`src/rtl/writeback_arbiter_pkg.sv`:
```
// -----------------------------------------------------------------------------
// writeback_arbiter_pkg
// Shared types for the writeback path: instruction IDs, unit indices, the
// packet held in the writeback output stage, and the pointer-advance helper
// used by the round-robin arbiter.
// No ports (package).
// -----------------------------------------------------------------------------
package writeback_arbiter_pkg;

    // Core-wide configuration
    localparam int NUM_WB_UNITS = 4;
    localparam int WB_XLEN      = 32;
    localparam int ID_W         = 4;
    localparam int UNIT_ID_W    = 4;

    typedef logic [ID_W-1:0]      id_t;
    typedef logic [UNIT_ID_W-1:0] unit_id_t;

    typedef struct packed {
        id_t                id;
        logic [WB_XLEN-1:0] rd;
    } wb_packet_t;

    // The pointer moves just past the winner. An explicit compare against the
    // last unit keeps the wrap correct for unit counts that are not powers of two.
    function automatic unit_id_t nextPtr(unit_id_t winner, int numUnits);
        return (int'(winner) == numUnits - 1) ? '0 : winner + unit_id_t'(1);
    endfunction

endpackage

```
`src/rtl/writeback_arbiter_if.sv`:
```
// -----------------------------------------------------------------------------
// writeback_arbiter_if
// Bundles the execution-unit request side and the writeback drain side.
//   unit_done/unit_id/unit_rd : per-unit pending result (units -> arbiter)
//   unit_ack                  : one-hot capture strobe (arbiter -> units)
//   wb_valid/wb_id/wb_rd/wb_unit : held result (arbiter -> commit logic)
//   wb_ready                  : commit logic accepts the held result
// master = arbiter side, slave = environment (units + commit logic).
// -----------------------------------------------------------------------------
interface writeback_arbiter_if
    import writeback_arbiter_pkg::*;
#(
    parameter int NUM_UNITS = NUM_WB_UNITS,
    parameter int XLEN      = WB_XLEN
);

    logic [NUM_UNITS-1:0]           unit_done;
    id_t  [NUM_UNITS-1:0]           unit_id;
    logic [NUM_UNITS-1:0][XLEN-1:0] unit_rd;
    logic [NUM_UNITS-1:0]           unit_ack;

    logic                           wb_valid;
    id_t                            wb_id;
    logic [XLEN-1:0]                wb_rd;
    unit_id_t                       wb_unit;
    logic                           wb_ready;

    modport master (
        input  unit_done, unit_id, unit_rd, wb_ready,
        output unit_ack, wb_valid, wb_id, wb_rd, wb_unit
    );

    modport slave (
        output unit_done, unit_id, unit_rd, wb_ready,
        input  unit_ack, wb_valid, wb_id, wb_rd, wb_unit
    );

endinterface

```
`src/rtl/writeback_arbiter_rr_priority_encoder.sv`:
```
// -----------------------------------------------------------------------------
// rr_priority_encoder
// Purely combinational rotating-priority encoder. Scans the request vector
// starting at ptr_i, modulo NUM_UNITS, and reports the first requester.
//   req_i    : request vector
//   ptr_i    : index that currently has highest priority (must be < NUM_UNITS)
//   grant_o  : one-hot grant (all zero when nothing requests)
//   winner_o : index of the granted requester
//   anyReq_o : at least one request is present
// -----------------------------------------------------------------------------
module rr_priority_encoder
    import writeback_arbiter_pkg::*;
#(
    parameter int NUM_UNITS = NUM_WB_UNITS
) (
    input  logic [NUM_UNITS-1:0] req_i,
    input  unit_id_t             ptr_i,
    output logic [NUM_UNITS-1:0] grant_o,
    output unit_id_t             winner_o,
    output logic                 anyReq_o
);

    logic [2*NUM_UNITS-1:0] doubled;
    logic [NUM_UNITS-1:0]   rotated;
    int                     offset;
    int                     sum;

    // Rotate the requests so ptr_i lands at bit 0, take the lowest set bit,
    // then map the offset back to an absolute index with a single wrap.
    always_comb begin
        doubled  = {req_i, req_i} >> ptr_i;
        rotated  = doubled[NUM_UNITS-1:0];
        offset   = 0;
        anyReq_o = 1'b0;
        for (int i = NUM_UNITS - 1; i >= 0; i--) begin
            if (rotated[i]) begin
                offset   = i;
                anyReq_o = 1'b1;
            end
        end
        sum = int'(ptr_i) + offset;
        if (sum >= NUM_UNITS) begin
            sum = sum - NUM_UNITS;
        end
        winner_o = unit_id_t'(sum);
        grant_o  = anyReq_o ? (NUM_UNITS'(1) << winner_o) : '0;
    end

endmodule

```
`src/rtl/writeback_arbiter.sv`:
```
// -----------------------------------------------------------------------------
// writeback_arbiter
// Round-robin arbiter sharing the single writeback port between execution
// units. One unit is granted per cycle into a one-entry registered output
// stage drained under valid/ready.
//   clk : clock
//   rst : synchronous active-high reset
//   bus : writeback_arbiter_if.master (unit requests/acks, writeback stage)
// -----------------------------------------------------------------------------
module writeback_arbiter
    import writeback_arbiter_pkg::*;
#(
    parameter int NUM_UNITS = NUM_WB_UNITS,
    parameter int XLEN      = WB_XLEN
) (
    input  logic                 clk,
    input  logic                 rst,
    writeback_arbiter_if.master  bus
);

    logic [NUM_UNITS-1:0] grant;
    unit_id_t             winner;
    logic                 anyReq;
    logic                 load;

    unit_id_t             ptr_q,     ptr_d;
    logic                 wbValid_q, wbValid_d;
    id_t                  wbId_q,    wbId_d;
    logic [XLEN-1:0]      wbRd_q,    wbRd_d;
    unit_id_t             wbUnit_q,  wbUnit_d;

    rr_priority_encoder #(
        .NUM_UNITS (NUM_UNITS)
    ) u_rrEnc (
        .req_i    (bus.unit_done),
        .ptr_i    (ptr_q),
        .grant_o  (grant),
        .winner_o (winner),
        .anyReq_o (anyReq)
    );

    // The stage can take a new entry when empty or being drained this cycle.
    // Acks are suppressed during reset so no unit result is lost to a flush.
    assign load         = !wbValid_q || bus.wb_ready;
    assign bus.unit_ack = (load && anyReq && !rst) ? grant : '0;

    // Next-state for the output stage and pointer. With no request the stage
    // empties but keeps its old payload and the pointer stays put.
    always_comb begin
        ptr_d     = ptr_q;
        wbValid_d = wbValid_q;
        wbId_d    = wbId_q;
        wbRd_d    = wbRd_q;
        wbUnit_d  = wbUnit_q;
        if (load) begin
            wbValid_d = anyReq;
            if (anyReq) begin
                for (int k = 0; k < NUM_UNITS; k++) begin
                    if (grant[k]) begin
                        wbId_d = bus.unit_id[k];
                        wbRd_d = bus.unit_rd[k];
                    end
                end
                wbUnit_d = winner;
                ptr_d    = nextPtr(winner, NUM_UNITS);
            end
        end
    end

    // State registers with synchronous reset; a reset drops any held entry.
    always_ff @(posedge clk) begin
        if (rst) begin
            ptr_q     <= '0;
            wbValid_q <= 1'b0;
            wbId_q    <= '0;
            wbRd_q    <= '0;
            wbUnit_q  <= '0;
        end else begin
            ptr_q     <= ptr_d;
            wbValid_q <= wbValid_d;
            wbId_q    <= wbId_d;
            wbRd_q    <= wbRd_d;
            wbUnit_q  <= wbUnit_d;
        end
    end

    assign bus.wb_valid = wbValid_q;
    assign bus.wb_id    = wbId_q;
    assign bus.wb_rd    = wbRd_q;
    assign bus.wb_unit  = wbUnit_q;

endmodule

```
`src/flat_wrapper.sv`:
```
// flat-port wrapper written by rule: the top's interface ports become plain ports
module writeback_arbiter_flat import writeback_arbiter_pkg::*;
#(
    parameter int NUM_UNITS = NUM_WB_UNITS,
    parameter int XLEN      = WB_XLEN
)
  (clk, rst, bus_unit_done, bus_unit_id, bus_unit_rd, bus_wb_ready, bus_unit_ack, bus_wb_valid, bus_wb_id, bus_wb_rd, bus_wb_unit);
  writeback_arbiter_if #(.NUM_UNITS(NUM_UNITS), .XLEN(XLEN)) bus_i ();
  input  logic clk;
  input  logic rst;
  input wire logic [$bits(bus_i.unit_done)-1:0] bus_unit_done;
  input wire logic [$bits(bus_i.unit_id)-1:0] bus_unit_id;
  input wire logic [$bits(bus_i.unit_rd)-1:0] bus_unit_rd;
  input wire logic [$bits(bus_i.wb_ready)-1:0] bus_wb_ready;
  output wire logic [$bits(bus_i.unit_ack)-1:0] bus_unit_ack;
  output wire logic [$bits(bus_i.wb_valid)-1:0] bus_wb_valid;
  output wire logic [$bits(bus_i.wb_id)-1:0] bus_wb_id;
  output wire logic [$bits(bus_i.wb_rd)-1:0] bus_wb_rd;
  output wire logic [$bits(bus_i.wb_unit)-1:0] bus_wb_unit;
  assign bus_i.unit_done = bus_unit_done;
  assign bus_i.unit_id = bus_unit_id;
  assign bus_i.unit_rd = bus_unit_rd;
  assign bus_i.wb_ready = bus_wb_ready;
  assign bus_unit_ack = bus_i.unit_ack;
  assign bus_wb_valid = bus_i.wb_valid;
  assign bus_wb_id = bus_i.wb_id;
  assign bus_wb_rd = bus_i.wb_rd;
  assign bus_wb_unit = bus_i.wb_unit;
  writeback_arbiter #(.NUM_UNITS(NUM_UNITS), .XLEN(XLEN)) u_core (.clk(clk), .rst(rst), .bus(bus_i));
endmodule
```
`config.mk`:
```
export PLATFORM = sky130hd
export DESIGN_NAME = writeback_arbiter_flat
export DESIGN_NICKNAME = d
export VERILOG_FILES = /design/src/rtl/writeback_arbiter_pkg.sv /design/src/rtl/writeback_arbiter_if.sv /design/src/rtl/writeback_arbiter_rr_priority_encoder.sv /design/src/rtl/writeback_arbiter.sv /design/src/flat_wrapper.sv
export SDC_FILE = /design/constraint.sdc
export NUM_CORES = 1
export LEC_CHECK = 0
export ABC_AREA = 1
export CAP_MARGIN = 30
export CORE_ASPECT_RATIO = 1.2
export CORE_MARGIN = 4
export CORE_UTILIZATION = 59
export DETAILED_ROUTE_END_ITERATION = 10
export DONT_BUFFER_PORTS = 1
export PLACE_DENSITY_LB_ADDON = 0.12
export SYNTH_ARGS = -nofsm -noshare
export SYNTH_HDL_FRONTEND = slang
export SYNTH_SLANG_ARGS = --single-unit
```
`constraint.sdc`:
```
create_clock -name clk -period 4.2 [get_ports clk]
set_input_delay 0.84 -clock clk [delete_from_list [all_inputs] [get_ports clk]]
set_output_delay 0.84 -clock clk [all_outputs]
set_load 0.005 [all_outputs]
```
==> reports/qor.yml <==
cells_and_area:
  regArea_um2: 907.1
  n_antenna_cell: 0
  multiInputGateArea_mm2: 0.002603
  drive_above_1_share: 0.1322
  area_growth_pct: 4.786
  stdcell_count: 745
  fin_area_mm2: 0.004355
  nFillCells: 696
  utilization: 0.6355
  layout.nets: 816
power:
  comb_power_share: 0.767
  p_seq_frac: 0.168
  powerDensity_mw_per_mm2: 1151
  p_switching_mw: 2.950
  switching_share: 0.5882
  vdd.ir_drop.worst_mv: 0.7458
  p_leak_nw: 2.012
  clkPwrFrac: 0.065
  internal_power_mw: 2.065
clocking:
  cts-root-buf: "clkbuf_8"
  cts_tree: "yes"
  clkTransAtPathRegs_ns: 0.09
  htreeDepth: 2
  cts_sinks: 45
  clock_path_buffers: 2
  numCtsBuffers: 5
  insertion_delay_ns: 0.29
  holdBufCountCts: 0
grt:
  grtUsageTotal: 0.2841
  overflow: 0
  antenna_found_initial: 0
  grt_pass1_vias: 4075
  grt_pass1_wl_um: 19820
  grt_max_degree: 61
setup_path:
  required_ns: 3.36
  start_kind: "primary input"
  criticalPathCategory: "in -> out"
  crit_arrival_ns: 3.25
  worstSetupEndpointType: "output port"
  worst-path-max-fanout: 4
drt:
  wl_per_cell_um: 17.15
  first_iter_violations: 194
  dr.pass1.iters: 5
  viasPerCell: 5.811
  dr_total_vias: 4329
  drt-total-wl_um: 12770
  drc: 0
  final_antenna_net_count: 0
yosys:
  synthFlopType: "dfxtp_1"
  ys_seq_area_frac: 0.2167
  synth_top_cell_by_area: "dfxtp_1"
  synth_cells: 679
  synth_top_area_frac: 0.2167
  syn-cell-area_mm2: 0.004156
  synth_warnings: 0
  ys_top_cells_by_area: "dfxtp_1, nand2_1, nand3_1"
  synthMostInstantiatedCell: "nand2_1"
  synthesis.nets: 837
  yosys_register_bits: 45
  ys_types: 36
  synth_edf_count: 0
  synth_common_cells: "nand2_1, inv_1, nand3_1"
  syn_avg_cell_area_um2: 6.121
  async_reset_ff_frac: 0
floorplanning:
  die_y_um: 99.95
  start_util: 0.6064
  core_mm2: 0.006854
  die_w_um: 84.62
  io_pins: 196
  rows: 33
  die_area_mm2: 0.008457
timing:
  grt_setup_unrepaired: "true"
  worst_pin_slew_ns: 0.5825
  slew_violations: 0
  worst_slack_ns: 0.1100
  setup_viol: 0
  hold_violations: 0
  period_needed_ns: 4.090
  max_freq_mhz: 244.5
  finalClockSkew_ns: 0.01138
  post-route-period-util: 0.9738
  relSlewSlack: 0.6116
placement:
  port_buffers: 0
  gp_congestion: 0.8794
  dpl_cell_area_mm2: 0.004158
  dp.final_hpwl_um: 9115
  pre_cts_slack_ns: -0.01003
  dp.cells: 733
run_status:
  outcome: "finished, final reports clean"
min_path:
  hold_path.class: "reg -> reg"
flow_run:
  maxCapViolCount: 0
==> kinds of logic (layout without fill, tap and decap cells) <==
kind of cell,count (synthesis),after routing,share of synthesized area
flops,45,45,0.2167
buf+inv,172,151,0.1794
compound gates,89,89,0.1653
xor+xnor,2,2,0.008731
fa+ha+maj,7,7,0.02288
simple gates,364,364,0.4070
==> registers in the layout, summed over array words and instances (netlist names) <==
signal and cells:
u_core.bus.wb_id 4, u_core.bus.wb_rd 32, u_core.bus.wb_unit 4, u_core.bus.wb_valid 1
u_core.ptr_q 4
==> final timing paths <==
kind / to / slack, ns / cells past startpoint / start
max reg2reg: u_core.bus.wb_rd[28]$_SDFFE_PP0P_ / 0.47 / 22 / u_core.ptr_q[1]$_SDFFE_PP0P_
min: u_core.bus.wb_rd[22]$_SDFFE_PP0P_ / 0.49 / 2 / u_core.bus.wb_rd[22]$_SDFFE_PP0P_
min reg2reg: u_core.bus.wb_rd[22]$_SDFFE_PP0P_ / 0.49 / 2 / u_core.bus.wb_rd[22]$_SDFFE_PP0P_
max: bus_unit_ack[3] / 0.11 / 20 / bus_unit_done[0]
==> critical path: stages <==
cell and delay [ns]:
nand3_2 0.05, nand2_1 0.09, nand2_1 0.07, nand2_2 0.09, nand4_1 0.11, a21oi_2 0.15, ha_2 0.20, fa_2 0.48
inv_4 0.10, ha_4 0.13, nand2_2 0.05, nand2_2 0.10, nor2_1 0.05, nand3_1 0.10, nand2_2 0.10, nor2_4 0.14
nand2_1 0.10, nor2_4 0.11, nand2_1 0.06, nor2_2 0.12
==> placed cells by master, fill, tap and decap left out, types with 2 or more instances in the layout <==
cell and count:
nor2_1 12, o21ai_0 4, buf_4 19, nand3_2 2, clkbuf_8 5, a21oi_1 21
a21oi_2 22, nor4_2 2, nor2_2 5, a211oi_1 3, nand2_2 4, inv_2 4
dfxtp_2 2, clkinv_1 32, nand3_1 80, nand4_1 2, nand2_4 2, ha_1 4
dfxtp_1 42, nand2_1 210, inv_1 86, nor2_4 5, inv_4 2, o2111ai_1 36
nand3b_1 36
==> power by group through the flow <==
| stage | combinational, mW | clock, mW | sequential (mW) |
|---|---|---|---|
| 2_1_floorplan | 3.08 | 0 | 0.771 |
| 3_3_place_gp | 3.59 | 0 | 0.846 |
| 3_5_place_dp | 3.68 | 0 | 0.848 |
| 4_1_cts | 3.71 | 0.331 | 0.842 |
| 5_1_grt | 4.29 | 0.343 | 0.863 |
| 6_report | 3.85 | 0.324 | 0.842 |
==> routing by layer <==
metal | track usage | part of all wire | up-vias
li1 | - | - | 2122
met1 | 0.3315 | 0.38 | 1974
met2 | 0.5087 | 0.51 | 219
met3 | 0.07471 | 0.093 | 14
met4 | 0.08404 | 0.016 | 0
met5 | 0 | 0 | -
==> cell type report <==
type	instances	area share
inverters	124	0.1080
repair buffers	20	0.03735
clock buffers	5	0.01580
flip-flops and latches	45	0.2083
well taps	87	0.02499
clock inverters	2	0.008044
multi-input cells	462	0.5975
==> repair_timing <==
item                                    CTS  global route
gates resized for setup                   3            13
pin swaps                                 1             5
endpoints found under the setup margin    3             4
setup buffers                             1             4
==> per-stage QoR <==
stage	total power, mW	hold WS [ns]	TNS (ns)
floorplan	3.846	0.4600	0
global placement	4.441	0.4733	0
detailed placement	4.531	0.4749	-0.01003
CTS	4.883	0.4883	0
global route	5.493	0.5062	-0.1086
finish	5.015	0.4853	0
Note: power is estimated with default switching activity, not from simulation.
